$ cat config.mk
export PLATFORM = sky130hd
export DESIGN_NAME = mse_cost_accum
export DESIGN_NICKNAME = d
export VERILOG_FILES = /design/src/rtl/mse_cost_accum_pkg.sv /design/src/rtl/mse_cost_accum_tgt_regfile.sv /design/src/rtl/mse_cost_accum.sv
export SDC_FILE = /design/constraint.sdc
export NUM_CORES = 1
export LEC_CHECK = 0
export ABC_AREA = 1
export CELL_PAD_IN_SITES_DETAIL_PLACEMENT = 0
export CELL_PAD_IN_SITES_GLOBAL_PLACEMENT = 1
export CORE_ASPECT_RATIO = 0.9
export CORE_MARGIN = 2
export CORE_UTILIZATION = 49
export DETAILED_ROUTE_END_ITERATION = 10
export PLACE_DENSITY = 0.95
export SETUP_SLACK_MARGIN = 0.4
export SLEW_MARGIN = 15
export SYNTH_ARGS = -nofsm -noshare
export SYNTH_HDL_FRONTEND = slang
export SYNTH_HIERARCHICAL = 1
export SYNTH_SLANG_ARGS = --single-unit
export TNS_END_PERCENT = 30
$ cat constraint.sdc
create_clock -name clk -period 16.1 [get_ports clk]
set_input_delay 1.61 -clock clk [delete_from_list [all_inputs] [get_ports clk]]
set_output_delay 1.61 -clock clk [all_outputs]
set_load 0.005 [all_outputs]
$ cat src/rtl/mse_cost_accum_pkg.sv
// Shared defaults and saturation helpers for the training-datapath cost units.
package dnn_pkg;

    localparam int W_DEF     = 16;
    localparam int FRAC_DEF  = 10;
    localparam int ACC_W_DEF = 24;

    // Clamp a signed value to the range of a w-bit signed number (w < 64).
    function automatic logic signed [63:0] sat_sw(input logic signed [63:0] x,
                                                  input int unsigned        w);
        logic signed [63:0] hi;
        logic signed [63:0] lo;
        hi = (64'sd1 <<< (w - 1)) - 64'sd1;
        lo = -hi - 64'sd1;
        if (x > hi) begin
            return hi;
        end else if (x < lo) begin
            return lo;
        end else begin
            return x;
        end
    endfunction

    // Unsigned add clamped to 2^w - 1 (w < 64). The sum is formed one bit
    // wider so that it cannot wrap before the compare.
    function automatic logic [63:0] sat_add_u(input logic [63:0] a,
                                              input logic [63:0] b,
                                              input int unsigned w);
        logic [64:0] s;
        logic [63:0] max_v;
        max_v = (64'd1 << w) - 64'd1;
        s     = {1'b0, a} + {1'b0, b};
        if (s > {1'b0, max_v}) begin
            return max_v;
        end else begin
            return s[63:0];
        end
    endfunction

endpackage

$ cat src/rtl/mse_cost_accum_tgt_regfile.sv
// Target value table: DEPTH x W flops, sync write, async read.
// A read of the entry being written in the same cycle returns the old value.
module tgt_regfile #(
    parameter int W     = 16,
    parameter int DEPTH = 4,
    localparam int IDX_W = $clog2(DEPTH)
) (
    input  logic             clk,
    input  logic             rst_n,
    input  logic             i_wren,
    input  logic [IDX_W-1:0] i_waddr,
    input  logic [W-1:0]     i_wdata,
    input  logic [IDX_W-1:0] i_raddr,
    output logic [W-1:0]     o_rdata
);

    logic [W-1:0] r_mem [DEPTH];

    // Table storage; every entry clears on reset.
    always_ff @(posedge clk or negedge rst_n) begin
        if (!rst_n) begin
            for (int i = 0; i < DEPTH; i++) begin
                r_mem[i] <= '0;
            end
        end else if (i_wren) begin
            r_mem[i_waddr] <= i_wdata;
        end
    end

    assign o_rdata = r_mem[i_raddr];

endmodule

$ cat src/rtl/mse_cost_accum.sv
// Squared-error cost unit: target - input error stream, squared and scaled
// back to fixed point, accumulated into a saturating per-batch cost.
module mse_cost_accum
    import dnn_pkg::*;
#(
    parameter int W     = W_DEF,
    parameter int FRAC  = FRAC_DEF,
    parameter int DEPTH = 4,
    parameter int ACC_W = ACC_W_DEF,
    parameter int CNT_W = 8,
    localparam int IDX_W = $clog2(DEPTH)
) (
    input  logic             clk,
    input  logic             rst_n,
    input  logic             in_valid,
    input  logic [W-1:0]     in_data,
    input  logic [IDX_W-1:0] in_idx,
    input  logic             tgt_wren,
    input  logic [IDX_W-1:0] tgt_waddr,
    input  logic [W-1:0]     tgt_wdata,
    input  logic [CNT_W-1:0] batch_len,
    input  logic             stop,
    input  logic             clear,
    output logic             err_valid,
    output logic [W-1:0]     err_out,
    output logic [ACC_W-1:0] acc_out,
    output logic             cost_done,
    output logic [ACC_W-1:0] cost_out
);

    logic [W-1:0]        w_tgt;
    logic                w_fire;
    logic signed [W:0]   w_diff;
    logic signed [63:0]  w_diff64;
    logic signed [63:0]  w_sat64;

    logic                r_err_valid;
    logic signed [W-1:0] r_err_out;

    logic signed [2*W-1:0] w_sq;
    logic [63:0]         w_sq64;
    logic [63:0]         w_sqs64;
    logic [63:0]         w_sum64;
    logic [ACC_W-1:0]    w_sum;
    logic [CNT_W-1:0]    w_len_m1;
    logic                w_close;

    logic [ACC_W-1:0]    r_acc;
    logic [CNT_W-1:0]    r_cnt;
    logic                r_cost_done;
    logic [ACC_W-1:0]    r_cost_out;

    logic                w_unused_bits;

    tgt_regfile #(
        .W     (W),
        .DEPTH (DEPTH)
    ) u_tgt_regfile (
        .clk     (clk),
        .rst_n   (rst_n),
        .i_wren  (tgt_wren),
        .i_waddr (tgt_waddr),
        .i_wdata (tgt_wdata),
        .i_raddr (in_idx),
        .o_rdata (w_tgt)
    );

    // Stage-1 error: one extra bit so target - input cannot overflow before
    // it is clamped back to W bits.
    assign w_fire   = in_valid && !stop && !clear;
    assign w_diff   = {w_tgt[W-1], w_tgt} - {in_data[W-1], in_data};
    assign w_diff64 = {{(63-W){w_diff[W]}}, w_diff};
    assign w_sat64  = sat_sw(w_diff64, W);

    // Stage 1: capture the saturated error; err_out holds when idle.
    always_ff @(posedge clk or negedge rst_n) begin
        if (!rst_n) begin
            r_err_valid <= 1'b0;
            r_err_out   <= '0;
        end else begin
            r_err_valid <= w_fire;
            if (w_fire) begin
                r_err_out <= w_sat64[W-1:0];
            end
        end
    end

    // Stage-2 arithmetic: the square is non-negative, so the logical shift
    // truncates toward zero.
    assign w_sq     = r_err_out * r_err_out;
    assign w_sq64   = {{(64-2*W){1'b0}}, w_sq};
    assign w_sqs64  = w_sq64 >> FRAC;
    assign w_sum64  = sat_add_u({{(64-ACC_W){1'b0}}, r_acc}, w_sqs64, ACC_W);
    assign w_sum    = w_sum64[ACC_W-1:0];
    assign w_len_m1 = batch_len - CNT_W'(1);
    assign w_close  = (batch_len != '0) && (r_cnt == w_len_m1);

    // Stage 2: accumulate, count samples and close the batch. A clear also
    // discards whatever is sitting in stage 1 this cycle.
    always_ff @(posedge clk or negedge rst_n) begin
        if (!rst_n) begin
            r_acc       <= '0;
            r_cnt       <= '0;
            r_cost_done <= 1'b0;
            r_cost_out  <= '0;
        end else if (clear) begin
            r_acc       <= '0;
            r_cnt       <= '0;
            r_cost_done <= 1'b0;
        end else begin
            r_cost_done <= 1'b0;
            if (r_err_valid) begin
                if (w_close) begin
                    r_cost_out  <= w_sum;
                    r_cost_done <= 1'b1;
                    r_acc       <= '0;
                    r_cnt       <= '0;
                end else begin
                    r_acc <= w_sum;
                    r_cnt <= r_cnt + CNT_W'(1);
                end
            end
        end
    end

    assign w_unused_bits = ^{w_sat64[63:W], w_sum64[63:ACC_W]};

    assign err_valid = r_err_valid;
    assign err_out   = r_err_out;
    assign acc_out   = r_acc;
    assign cost_done = r_cost_done;
    assign cost_out  = r_cost_out;

endmodule

Word-level counts from Yosys, hierarchy flattened:

Cells that the tools add are included.

* register bits: 138
* bits of input ports: 50
* output and inout bits: 66
* logic and storage cells: 52

* $add $sub $neg: 4
* multiply operators: 1
* magnitude comparators: 6
* eq/ne operators: 1
* muxes and demuxes: 18
* bitwise gates (word level): 3
* reduce and logical (&&, ||, !) cells: 9

Operators by type and width (count)
* two-way mux 24 bit: 4
* two-way mux 16 bit: 5
* bitwise mux 64 bit: 1
* binary-select mux 16 bit (select 2 bit): 1
* demux 16 bit (select 2 bit): 1
* multiplier 16 x 16 -> 32 bit: 1
* adder 24 x 22 -> 25 bit: 1
* greater-than comparator 25 x 24 -> 1 bit (second input constant): 1
* two-way mux 8 bit: 3
* greater-than comparator 17 x 16 -> 1 bit (second input constant): 1
* less-than comparator 17 x 16 -> 1 bit (second input constant): 1
* subtractor 16 x 16 -> 17 bit: 1
* adder 8 x 1 -> 8 bit (second input constant): 1
* == test 8 bit: 1
* nonzero test 8 bit: 1
* subtractor 8 x 1 -> 8 bit (second input constant): 1
* >= comparator 3 bit (second input constant): 2
* inverter 2 -> 3 bit: 2
* logical AND 1 bit: 4
* less-than comparator 3 x 1 -> 1 bit (second input constant): 1
* two-way mux 1 bit: 3
* AND reduction 3 bit: 1
* zero test 1 bit: 2
* nonzero test 2 bit: 1
* inverter 1 bit: 1

Depth between registers and ports, before layout:

* word-level depth: 8
* depth in mapped cells: 39
* gate-level depth less buffers: 36

Modules after synthesis:

The synthesis kept the hierarchy.

By module, submodules not included
* mse_cost_accum: instances 1, cells each 2100, area each 15366.0 um^2, seq. area each 1851.8 um^2
* tgt_regfile: instances 1, cells each 470, area each 3453.3 um^2, seq. area each 1601.5 um^2

Worst setup path after synthesis:

No wires, ideal clock.

* kind: reg-to-reg
* from: register r_err_out[15], in the netlist err_out[15]
* to: register r_acc[0], in the netlist acc_out[0]
* library setup time: 116 ps
* arrival time: 6782 ps
* required time: 15984 ps
* path slack: 9202 ps
* stages on the path, launching flop included: 33
* buffers on the path: 3
* clock period less this slack: 6898 ps
* cell sequence: dfrtp_1 > clkbuf_1 > buf_1 > nand2_1 > inv_1 > fa_1 > inv_1 > fa_1 > inv_1 > fa_1 > fa_1 > fa_1 > inv_1 > fa_1 > inv_1 > ha_1 > a21oi_1 > a21boi_0 > o21ai_0 > a21oi_1 > xnor2_1 > ha_1 > a21oi_1 > o21ai_0 > inv_1 > nand2_1 > nand2_1 > nand2_1 > nor2_4 > buf_2 > nand2_1 > nand2_1 > nand2_1

* longest elaborated chain between the ends: 7

Ends and longest elaborated chain
* start: declaration: line mse_cost_accum.sv:38 `logic signed [W-1:0] r_err_out;`
* start signal: assignment: line mse_cost_accum.sv:83 `r_err_out <= w_sat64[W-1:0];`
* multiplier 16 x 16 -> 32 bit: line mse_cost_accum.sv:90 `assign w_sq = r_err_out * r_err_out;`
* adder 24 x 22 -> 25 bit: line mse_cost_accum_pkg.sv:32 `s = {1'b0, a} + {1'b0, b};`
* greater-than comparator 25 x 24 -> 1 bit: line mse_cost_accum_pkg.sv:33 `if (s > {1'b0, max_v}) begin`
* two-way mux 24 bit: line mse_cost_accum_pkg.sv:33
* two-way mux 24 bit: line mse_cost_accum.sv:113 `if (w_close) begin`
* two-way mux 24 bit: line mse_cost_accum.sv:112 `if (r_err_valid) begin`
* two-way mux 24 bit: line mse_cost_accum.sv:106 `end else if (clear) begin`
* end signal: assignment: line mse_cost_accum.sv:119 `r_acc <= w_sum;`
* end: declaration: line mse_cost_accum.sv:48 `logic [ACC_W-1:0] r_acc;`

Every way passes these cells. The select of a mux whose other input is x is not followed.
A chain may end at the register's enable or synchronous reset.

Final worst setup path:

* from: register r_err_out[15], in the netlist err_out[15]
* to: register r_acc[12], in the netlist acc_out[12]

* longest elaborated chain between the ends: 7

Ends and longest elaborated chain (line)
* multiplier 16 x 16 -> 32 bit (*): mse_cost_accum.sv:90
* adder 24 x 22 -> 25 bit (*): mse_cost_accum_pkg.sv:32
* greater-than comparator 25 x 24 -> 1 bit: mse_cost_accum_pkg.sv:33
* two-way mux 24 bit (*): mse_cost_accum_pkg.sv:33
* two-way mux 24 bit (*): mse_cost_accum.sv:113
* two-way mux 24 bit (*): mse_cost_accum.sv:112
* two-way mux 24 bit (*): mse_cost_accum.sv:106

Every way passes the cells marked *; elsewhere a longest branch is shown, timed or not. The select of a mux whose other input is x is not followed.

==> metrics.txt <==
outcome=finished clean; CTS clock-pin slew for the worst setup and hold paths=around 0.070 ns; Seq. cell area=0.00345 mm^2; WP data required=approximately 16 ns; worst skew pair latency=approximately 0.43 ns; Synth cell types=44; hold_sp=u_tgt_regfile/r_mem[60]$_DFFE_PN0P_; Clock Skews=approximately 0.01 ns; core area=about 0.038 mm^2; H-tree level count=4; cell count after synthesis=between 2000 and 3000; CTS Hold Bufs=0; R2R Setup Slk=between 7 and 8 ns; Pre-antenna DRT Iters=7; Synth area leaders=fa_1 25%, dfrtp_1 18%, nand2_1 17%; GRT Total Usage=between 20 and 30%; # diodes=0; Routed WL=between 40 and 50 mm; arrival time worst endpoint=between 8 and 9 ns; crit share post-route=52.3%; I/O pin total=between 100 and 150; Seq cells post-synth=138; setup violators final=0; nets=3053; RSZ-0062 raised after global routing=false; CTS sink cnt=about 140; Hold Crit Depth=2; total grt overflow=0; setup TNS=0 ns; syn_area_per_cell=approximately 7.3 um^2; Synth Warn #=6; top-area cell type share of the netlist area=25.1%; Post-CTS Setup Bufs=0; Fmax=~0.12 GHz; 1st-iter DRT viols=roughly 1200; Hold Vio Cnt, Final=0; Worst-Margin Slew=approximately 1.1 ns; die area=around 0.04 mm^2; crit path launch type=flip-flop; RePlAce Congestion=around 0.97; CP Capture Type=flip-flop; total CTS buffers=17; largest area contributor in the netlist=fa_1; DIE WIDTH=211 um; post-route DRC violation count=0; Detail Placement HPWL=about 39 mm; Hold Path End=u_tgt_regfile/r_mem[60]$_DFFE_PN0P_; CTS tree=built; share of layout cells above drive strength 1=2.72%; # resized after CTS=0; initial antenna violation count=0; Max FO, Critical Path=24; HP Class=flip-flop to flip-flop; master of the slowest instance on the critical path=dfrtp_1; Max clock buf depth=2; Area Growth Syn to Fin=10.3%; via/cell ratio=5.08; WS Path Type=flip-flop to flip-flop; area of the multi-input gates=0.0126 mm^2; Final Critical Period=approximately 8.4 ns; vias in the first global route=~16000; Synth Net Count=2989; num rows=68; filler instances=between 3000 and 4000; Max-slew headroom=29.0%; IO buf count=about 120; Chip Height=between 150 and 200 um; via total after detailed routing=15900; largest net degree at the start of global routing=72; remaining antenna violation count=0; sequential area share after synthesis=18.3%; MaxCap Viol Count=0; Reg2Reg Capture Point=acc_out[12]$_DFFE_PN0P_; Initial Util=approximately half; first-pass GRT wire length=between 80 and 90 mm; Max Slew Vio Count=0; slowest stage delay, CP=between 0.8 and 0.9 ns; cell area after synthesis=0.0188 mm^2; r2r worst-path depth=31; worst r2r src=err_out[15]$_DFFE_PN0P_; wire per inst=roughly 15 um; Clk Tree Root Cell=clkbuf_16
## layer usage
layer / up-vias / share of wire (%) / global-route usage (%)
met5: - / 0 / 0
met2: 505 / 44 / 40.2
met1: 7612 / 48 / 38.2
li1: 7753 / - / -
met3: 57 / 6.6 / 4.16
met4: 0 / 1.5 / 5.20
## area by class of cell
class                      instances  share of cell area [%]
tap                              490                    2.95
multi-input combinational       1743                    60.9
timing repair buffer             124                    5.86
sequential                       138                    16.6
clock buffer                      18                    2.07
inverter                         610                    11.0
clock inverter                    13                   0.531
## critical path: cells and delay by family, from the launching register on
kind                       cells  cell delay [ns]
AOI/OAI and AO/OA              3             0.59
buffers and inverters          7             0.92
and+or+nand+nor               13             2.28
DFF                            1             0.87
adders and majority gates      8             3.62
## registers in the layout, indices dropped and copies added (netlist names)
register	flops
acc_out	24
cost_done	1
cost_out	24
err_out	16
err_valid	1
r_cnt	8
u_tgt_regfile/r_mem	64
## through the flow
| step | area (um^2) | hold slack (ns) | setup slack, ns | std cells | util, % |
|---|---|---|---|---|---|
| floorplan | 18800 | 0.442 | 9.20 | 2570 | - |
| global placement | 20200 | 0.453 | 7.72 | 3105 | 53.0 |
| detailed placement | 20200 | 0.459 | 7.72 | 3105 | 53.0 |
| CTS | 20700 | 0.473 | 7.65 | 3136 | 54.4 |
| global route | 20700 | 0.485 | 7.10 | 3136 | 54.4 |
| finish | 20700 | 0.474 | 7.68 | 3136 | 54.4 |
## cells in the final DEF (no fill, tap or decap), types with 4 or more instances in the layout
cell / Yosys / layout
fa_1: 236 / 236
a31oi_1: 5 / 5
o21ai_0: 44 / 44
dfrtp_1: 138 / 138
nor3_1: 10 / 10
o21bai_1: 11 / 11
clkdlybuf4s50_1: 0 / 113
a21oi_1: 73 / 73
nand3_1: 119 / 119
nand2_1: 830 / 830
o21ai_1: 10 / 10
o21ai_2: 6 / 6
clkbuf_16: 0 / 17
inv_6: 0 / 5
nand2_2: 4 / 4
nand3b_1: 5 / 5
ha_1: 133 / 133
clkinvlp_4: 0 / 5
inv_1: 605 / 605
nor2_1: 106 / 105
a21o_1: 9 / 9
buf_4: 4 / 9
xor2_1: 39 / 39
nand4_1: 46 / 46
xnor2_1: 25 / 25
## cells in the mapped netlist (all sizes together)
cell type and instances:
a21boi 2, a31oi 5, o211ai 2, o21ai 60
xor2 39, nor2 112, nor4 3, nand4 47
nand2b 1, o21a 1, inv 608, and3 3
nand3b 5, a31o 2, a21o 9, o21bai 11
clkinv 2, buf 45, fa 236, nor3 10
ha 133, or2 2, and2 3, a21oi 73
clkbuf 34, dfrtp 138, xnor2 25, nand2 836
nand3 123
## logic make-up after synthesis
kind of cell,synth area share [%]
and+or+nand+nor,25.3
adders and majority gates,33.9
xor gates and xnor gates,2.98
buffers and inverters,14.5
DFF,18.3
AOI/OAI and AO/OA,4.91
## worst max path at each step
stage,end,slack (ns),from,cells after the start
4_1_cts,acc_out[12]$_DFFE_PN0P_,7.65,err_out[15]$_DFFE_PN0P_,31
3_3_place_gp,cost_out[17]$_DFFE_PN0P_,7.72,err_out[15]$_DFFE_PN0P_,30
5_1_grt,cost_out[12]$_DFFE_PN0P_,7.10,err_out[15]$_DFFE_PN0P_,31
6_report,acc_out[12]$_DFFE_PN0P_,7.68,err_out[15]$_DFFE_PN0P_,31
2_1_floorplan,acc_out[0]$_DFFE_PN0P_,9.20,err_out[15]$_DFFE_PN0P_,32
3_5_place_dp,acc_out[12]$_DFFE_PN0P_,7.72,err_out[15]$_DFFE_PN0P_,31
Power is left out: the tool's default activity adds up to more than one toggle a clock period on the data nets, which glitch-free logic cannot reach.
